===== config.mk =====
export PLATFORM = sky130hd
export DESIGN_NAME = mem_port_arbiter
export DESIGN_NICKNAME = d
export VERILOG_FILES = /design/src/rtl/mem_port_arbiter.sv
export SDC_FILE = /design/constraint.sdc
export NUM_CORES = 1
export LEC_CHECK = 0
export CAP_MARGIN = 5
export CORE_UTILIZATION = 25
export DETAILED_ROUTE_END_ITERATION = 6
export GPL_TIMING_DRIVEN = 0
export HOLD_SLACK_MARGIN = 0.03
export REMOVE_ABC_BUFFERS = 1
export SETUP_SLACK_MARGIN = 0.2
export SLEW_MARGIN = 30
export SYNTH_ARGS = -nofsm -noshare
export SYNTH_HDL_FRONTEND = slang
export SYNTH_SLANG_ARGS = --single-unit
export TNS_END_PERCENT = 10

===== constraint.sdc =====
create_clock -name clk -period 5.88 [get_ports clk]
set_clock_uncertainty 0.15 [all_clocks]
set_input_delay 1.176 -clock clk [delete_from_list [all_inputs] [get_ports clk]]
set_output_delay 1.176 -clock clk [all_outputs]
set_load 0.03 [all_outputs]

===== src/rtl/mem_port_arbiter.sv =====
// Two-requester arbiter (A = CPU, B = DMA) in front of one mainMemory port.
// Burst-limited round-robin grants; read data returns one cycle after the grant.
module mem_port_arbiter #(
  parameter int ADDR_W    = 18,
  parameter int DATA_W    = 24,
  parameter int MAX_BURST = 8
) (
  input  logic              clk,
  input  logic              rst,
  input  logic              req_a,
  input  logic              req_b,
  input  logic              we_a,
  input  logic              we_b,
  input  logic [ADDR_W-1:0] addr_a,
  input  logic [ADDR_W-1:0] addr_b,
  input  logic [DATA_W-1:0] wdata_a,
  input  logic [DATA_W-1:0] wdata_b,
  output logic              gnt_a,
  output logic              gnt_b,
  output logic              rvalid_a,
  output logic              rvalid_b,
  output logic [DATA_W-1:0] rdata_a,
  output logic [DATA_W-1:0] rdata_b,
  output logic [ADDR_W-1:0] mem_address,
  output logic [DATA_W-1:0] mem_data,
  output logic              mem_wren,
  input  logic [DATA_W-1:0] mem_q
);

  typedef enum logic [1:0] {IDLE, OWN_A, OWN_B} state_t;

  localparam logic [7:0] MAX_CNT = 8'(MAX_BURST);

  state_t            r_state, w_nextState;
  logic [7:0]        r_burstCnt, w_nextBurstCnt;
  logic              r_rr, w_nextRr;
  logic              w_gntA, w_gntB;
  logic              w_burstDone;
  logic [ADDR_W-1:0] r_lastAddr;
  logic [DATA_W-1:0] r_lastData;
  logic              r_rvalidA, r_rvalidB;
  logic [DATA_W-1:0] r_rdataA, r_rdataB;

  assign w_burstDone = (r_burstCnt >= MAX_CNT);

  // The owner keeps the port until its burst is spent while the other side waits.
  always_comb begin
    w_gntA         = 1'b0;
    w_gntB         = 1'b0;
    w_nextState    = r_state;
    w_nextBurstCnt = r_burstCnt;
    w_nextRr       = r_rr;

    case (r_state)
      OWN_A: begin
        if (req_a && (!w_burstDone || !req_b)) w_gntA = 1'b1;
        else if (req_b)                        w_gntB = 1'b1;
      end
      OWN_B: begin
        if (req_b && (!w_burstDone || !req_a)) w_gntB = 1'b1;
        else if (req_a)                        w_gntA = 1'b1;
      end
      default: begin
        if (req_a && (!req_b || !r_rr)) w_gntA = 1'b1;
        else if (req_b)                 w_gntB = 1'b1;
      end
    endcase

    if (rst) begin
      w_gntA = 1'b0;
      w_gntB = 1'b0;
    end

    if (w_gntA) begin
      if (r_state == OWN_A) begin
        w_nextBurstCnt = w_burstDone ? MAX_CNT : r_burstCnt + 8'd1;
      end else begin
        w_nextState    = OWN_A;
        w_nextBurstCnt = 8'd1;
        w_nextRr       = 1'b1;
      end
    end else if (w_gntB) begin
      if (r_state == OWN_B) begin
        w_nextBurstCnt = w_burstDone ? MAX_CNT : r_burstCnt + 8'd1;
      end else begin
        w_nextState    = OWN_B;
        w_nextBurstCnt = 8'd1;
        w_nextRr       = 1'b0;
      end
    end else begin
      w_nextState = IDLE;
    end
  end

  assign gnt_a       = w_gntA;
  assign gnt_b       = w_gntB;
  assign mem_wren    = (w_gntA & we_a) | (w_gntB & we_b);
  assign mem_address = w_gntA ? addr_a  : (w_gntB ? addr_b  : r_lastAddr);
  assign mem_data    = w_gntA ? wdata_a : (w_gntB ? wdata_b : r_lastData);

  // Gating with rst drops a read response that would land in a reset cycle.
  assign rvalid_a = r_rvalidA & ~rst;
  assign rvalid_b = r_rvalidB & ~rst;
  assign rdata_a  = r_rdataA;
  assign rdata_b  = r_rdataB;

  always_ff @(posedge clk) begin
    if (rst) begin
      r_state    <= IDLE;
      r_burstCnt <= 8'd0;
      r_rr       <= 1'b0;
      r_lastAddr <= '0;
      r_lastData <= '0;
      r_rvalidA  <= 1'b0;
      r_rvalidB  <= 1'b0;
      r_rdataA   <= '0;
      r_rdataB   <= '0;
    end else begin
      r_state    <= w_nextState;
      r_burstCnt <= w_nextBurstCnt;
      r_rr       <= w_nextRr;
      r_lastAddr <= mem_address;
      r_lastData <= mem_data;
      r_rvalidA  <= w_gntA & ~we_a;
      r_rvalidB  <= w_gntB & ~we_b;
      // mem_q was sampled on the falling edge of the grant cycle
      if (w_gntA && !we_a) r_rdataA <= mem_q;
      if (w_gntB && !we_b) r_rdataB <= mem_q;
    end
  end

endmodule


### Word-level counts from Yosys, hierarchy flattened

Index checks and enable logic that the tools add are counted.

| storage, ports and cells | value |
|---|---|
| register bits after elaboration | 103 |
| input port bits | 114 |
| output and inout bits | 95 |
| word-level logic and storage cells | 72 |

| operators by class | value |
|---|---|
| $add $sub $neg | 1 |
| $lt $le $gt $ge | 1 |
| equality and inequality tests | 5 |
| mux-type cells | 29 |
| bitwise gates (word level) | 10 |
| reductions and logical operators | 17 |

Operators with widths:

| cell | number |
|---|---|
| 24-bit two-way mux | 2 |
| 8-bit two-way mux | 5 |
| 18-bit two-way mux | 2 |
| 1-bit two-way mux | 14 |
| 8-bit by 1-bit adder with 8-bit output, second input constant | 1 |
| 8-bit by 4-bit >= comparator with 1-bit output, second input constant | 1 |
| 2-bit two-way mux | 4 |
| 1-bit AND | 6 |
| 1-bit zero test | 6 |
| 1-bit logical AND | 5 |
| 2-bit != test, second input constant | 2 |
| 1-bit case mux with 2 select lines | 2 |
| 1-bit logical OR | 3 |
| 3-bit != test, second input constant | 1 |
| 1-bit NOT | 3 |
| 3-bit AND reduction | 1 |
| 2-bit by 1-bit equality test with 1-bit output, second input constant | 1 |
| 2-bit equality test, second input constant | 1 |
| 2-bit AND reduction | 1 |
| 2-bit nonzero test | 1 |
| 1-bit OR | 1 |

### Longest topological paths before layout

| logic depth | value |
|---|---|
| depth after elaboration | 9 |
| mapped depth | 10 |
| depth with buffers taken out | 8 |

### Worst setup path before layout

Ideal clock, no wire load.

| timing path | value |
|---|---|
| path kind | in2out |
| start point | input port req_b |
| end point | output port mem_address[14] |
| arrival | 2776 ps |
| data required time | 4554 ps |
| setup slack | 1778 ps |
| stages on the path | 7 |
| buffers on the path | 2 |
| cell sequence | inv_1 -> a2111o_1 -> a31o_4 -> buf_12 -> buf_12 -> mux2i_1 -> a21oi_1 |

| between the ends | value |
|---|---|
| word-level cells in the longest chain between the ends | 8 |
| elaborated cells between the ends (all ways) | 19 |
| those cells by class | mux (13); reduce/logical (6) |

Ends and longest elaborated chain:

| what | RTL line | text |
|---|---|---|
| start: declaration | 11 | `input logic req_b,` |
| 1-bit zero test | 56, 64 |  |
| 1-bit logical OR (on tied branches) | 64, 56 |  |
| 1-bit logical AND (on tied branches) | 64, 56 |  |
| 1-bit two-way mux (on tied branches) | 64, 56 |  |
| 1-bit case mux with 2 select lines | 54 | `case (r_state)` |
| 1-bit two-way mux | 69 | `if (rst) begin` |
| 18-bit two-way mux | 98 | `assign mem_address = w_gntA ? addr_a : (w_gntB ? addr_b : r_lastAddr);` |
| 18-bit two-way mux * | 98 |  |
| end: declaration | 24 | `output logic [ADDR_W-1:0] mem_address,` |

Mark *: on every way between the ends. The rest lies on a longest branch, timed or not.

### Final worst setup path

| timing path | value |
|---|---|
| start point | input port req_a |
| end point | output port mem_data[3] |

| between the ends | value |
|---|---|
| word-level cells in the longest chain between the ends | 8 |
| elaborated cells between the ends (all ways) | 18 |
| those cells by class | mux (13); reduce/logical (5) |

Ends and longest elaborated chain:

| what | RTL line | text |
|---|---|---|
| start: declaration | 10 | `input logic req_a,` |
| 1-bit zero test | 60 | `if (req_b && (!w_burstDone \|\| !req_a)) w_gntB = 1'b1;` |
| 1-bit logical OR | 60 |  |
| 1-bit logical AND | 60 |  |
| 1-bit two-way mux | 60 |  |
| 1-bit case mux with 2 select lines | 54 |  |
| 1-bit two-way mux | 69 |  |
| 24-bit two-way mux | 99 | `assign mem_data = w_gntA ? wdata_a : (w_gntB ? wdata_b : r_lastData);` |
| 24-bit two-way mux * | 99 |  |
| end: declaration | 25 | `output logic [DATA_W-1:0] mem_data,` |

Marked as above.

==> impl_metrics.toml <==
[outcome]
status = "finished with violations"
violations = "DRC"

[clock_tree]
clk-insertion-delay-late_ns = 0.34
cts.sinks = 103
htreeDepth = 3
cts_hold_buffers = 0
cts_tree = "built"
cts_resized = 0
cts_setup_buffers = 0
cts_buffers = 9
cts_buffer_depth = 2
clk_pin_slew_ns = 0.07
cts-root-buf = "clkbuf_16"

[global_routing]
grt_overflow = 0
grt_max_degree = 60
grt_pass1_wl_mm = 21.9
antenna_found_initial = 0
grt_pass1_vias = 4205
grt_usage = 0.144

[yosys]
avgSynthCellArea_um2 = 8.75
synth_xor_area_frac = 0
synth_cells = 530
synthArstFlopShare = 0
yosysWarnings = 0
synth.largest_area_cell = "dfxtp_1"
synth-seq-cells = 103
synthDistinctLibCells = 45
synth_top_area_share = 0.445
synth_top_family_by_area = "compound AO/OA/AOI/OAI gates"
netlist_area_um2 = 4640
synth_area_leaders = "dfxtp_1, mux2i_1, a21oi_1, a211oi_1, o21ai_0"
yosysMostFrequentCell = "dfxtp_1"
synth-main-ff-cell = "dfxtp_1"
synth_compound_area_frac = 0.242
synth_commonest_cells = "dfxtp_1, a21oi_1, nand2_1"
synth_edf_count = 0
synth_fa_ha_area_frac = 0.0108
yosysSeqAreaShare = 0.445
synth-simple-area-share = 0.148
synth_mux_area_frac = 0.0928

[sta]
slew_viol_final = 0
max_slew_margin = 0.378
finalSetupTns_ns = 0
finalCritPeriodShare = 0.952
max_freq_ghz = 0.179
finalHoldViolations = 0
worst_pin_slew_ns = 0.932
finalSetupViolCount = 0
layout_min_cycle_time_ns = 5.60
rsz0062_at_grt = "true"

[worst_setup_path]
required_ns = 4.55
setup.worst_path.start_class = "input port"
worstPathMaxFanout = 24
worst-endpoint-arrival_ns = 4.27
path_class = "in2out"
endpoint_kind = "output port"

[routing]
wl_mm = 14.0
wl_per_cell_um = 14.8
first_iter_violations = 165
via_count = 4369
drtAntennaViolNets = 0
viasPerCell = 4.61
drc = 6
dr.pass1.iters = 6

[place]
placed_cell_area_um2 = 6910
io_buffers = 208
place.gp.congestion = 0.760
dp_cells = 931
dp_hpwl_mm = 9.41

[layout]
diodes = 0
nets = 832
area_delta_synth_final_pct = 55.2
drive_above_1_share = 0.0501
final_cell_count_no_fill = 947
fin_area_um2 = 7200
n_fill_cell = 1834
fin_util = 0.398

[pwr]
power.density_nw_per_um2 = 478
ir_worst_vdd_mv = 0.317
p_leak_nw = 2.77
p_total_mw = 3.44

[job]
maxCapViolCount = 0

[floorplan]
dieHeight_um = 138
start_util = 0.256
io_pins = 209
dieArea_um2 = 19100
fp-row-count = 49
die_w_um = 138
core_area_um2 = 18100

[min_path]
hp-class = "reg2reg"
## metal layers
metal,track usage,vias up,part of all wire
li1,-,2241,-
met1,0.174,2027,0.45
met2,0.245,91,0.49
met3,0.0388,10,0.048
met4,0.0526,0,0.013
met5,0,-,0
## sequential cells by signal, indices dropped and copies added (netlist names)
register    flops
r_burstCnt      8
r_lastAddr     18
r_rr            1
r_state         2
r_rvalidB       1
r_lastData     24
rdata_a        24
rdata_b        24
r_rvalidA       1
## path summary, 6_finish.rpt
| path | start | to | slack [ns] | depth (start not counted) |
|---|---|---|---|---|
| setup / recovery | req_a | mem_data[3] | 0.28 | 6 |
| hold / removal | rdata_b[21] | rdata_b[21] | 0.32 | 2 |
| setup reg to reg | r_state[0] | r_burstCnt[2] | 2.94 | 7 |
| hold reg to reg | rdata_b[21] | rdata_b[21] | 0.32 | 2 |
## worst max-delay path: stages
cell and delay (ns):
clkdlybuf4s50_1 0.57, nor2b_1 0.51, a31o_2 0.86, mux2i_1 0.23
a21oi_1 0.21, clkdlybuf4s50_1 0.71
## cell type report
cell class                      count  area (µm²)  area share
Sequential cell                   103        2060       0.286
Clock inverter                      2        16.3     0.00226
Tap cell                          229         287      0.0398
Multi-Input combinational cell    375        2330       0.323
Inverter                            9        33.8     0.00469
Timing Repair Buffer              216        2210       0.307
Clock buffer                       13         260      0.0361
## through the flow
| stage | hold WS, ns | setup WS (ns) |
|---|---|---|
| 4_1_cts | 0.327 | 0.227 |
| 5_1_grt | 0.344 | 0.103 |
| 3_5_place_dp | 0.314 | 0.240 |
| 2_1_floorplan | 0.295 | 0.395 |
| 3_3_place_gp | 0.309 | -4.26 |
| 6_report | 0.321 | 0.280 |
## where the power goes
part	internal, mW	total (mW)	switching [mW]
logic	0.806	1.94	1.14
registers	0.864	0.921	0.0571
clock network	0.310	0.573	0.263
total	1.98	3.44	1.46
## kinds of logic after synthesis
group | count (synthesis)
muxes | 43
buffers and inverters | 53
DFF | 103
adders and majority gates | 4
AOI/OAI and AO/OA | 181
and+or+nand+nor | 146
## layout by cell type (no fill, tap or decap), types with 2 or more instances in the layout
| master | count |
|---|---|
| buf_16 | 2 |
| a31o_2 | 2 |
| a21oi_1 | 69 |
| nor3_1 | 2 |
| clkbuf_16 | 9 |
| o31a_1 | 2 |
| a211oi_1 | 43 |
| o32ai_1 | 2 |
| buf_6 | 5 |
| nand3_1 | 3 |
| nor2_1 | 47 |
| o22ai_1 | 3 |
| o21ai_2 | 2 |
| mux2i_1 | 43 |
| a311oi_4 | 2 |
| o21ai_1 | 5 |
| inv_1 | 8 |
| and3_1 | 2 |
| and2_1 | 4 |
| dfxtp_1 | 103 |
| nand2b_1 | 25 |
| clkbuf_1 | 2 |
| ha_1 | 4 |
| clkdlybuf4s50_1 | 206 |
| nor2b_1 | 4 |
| a31o_4 | 2 |
| nand2_1 | 51 |
| clkbuf_8 | 2 |
| o21ai_0 | 44 |
Note: power is estimated with default switching activity, not from simulation.
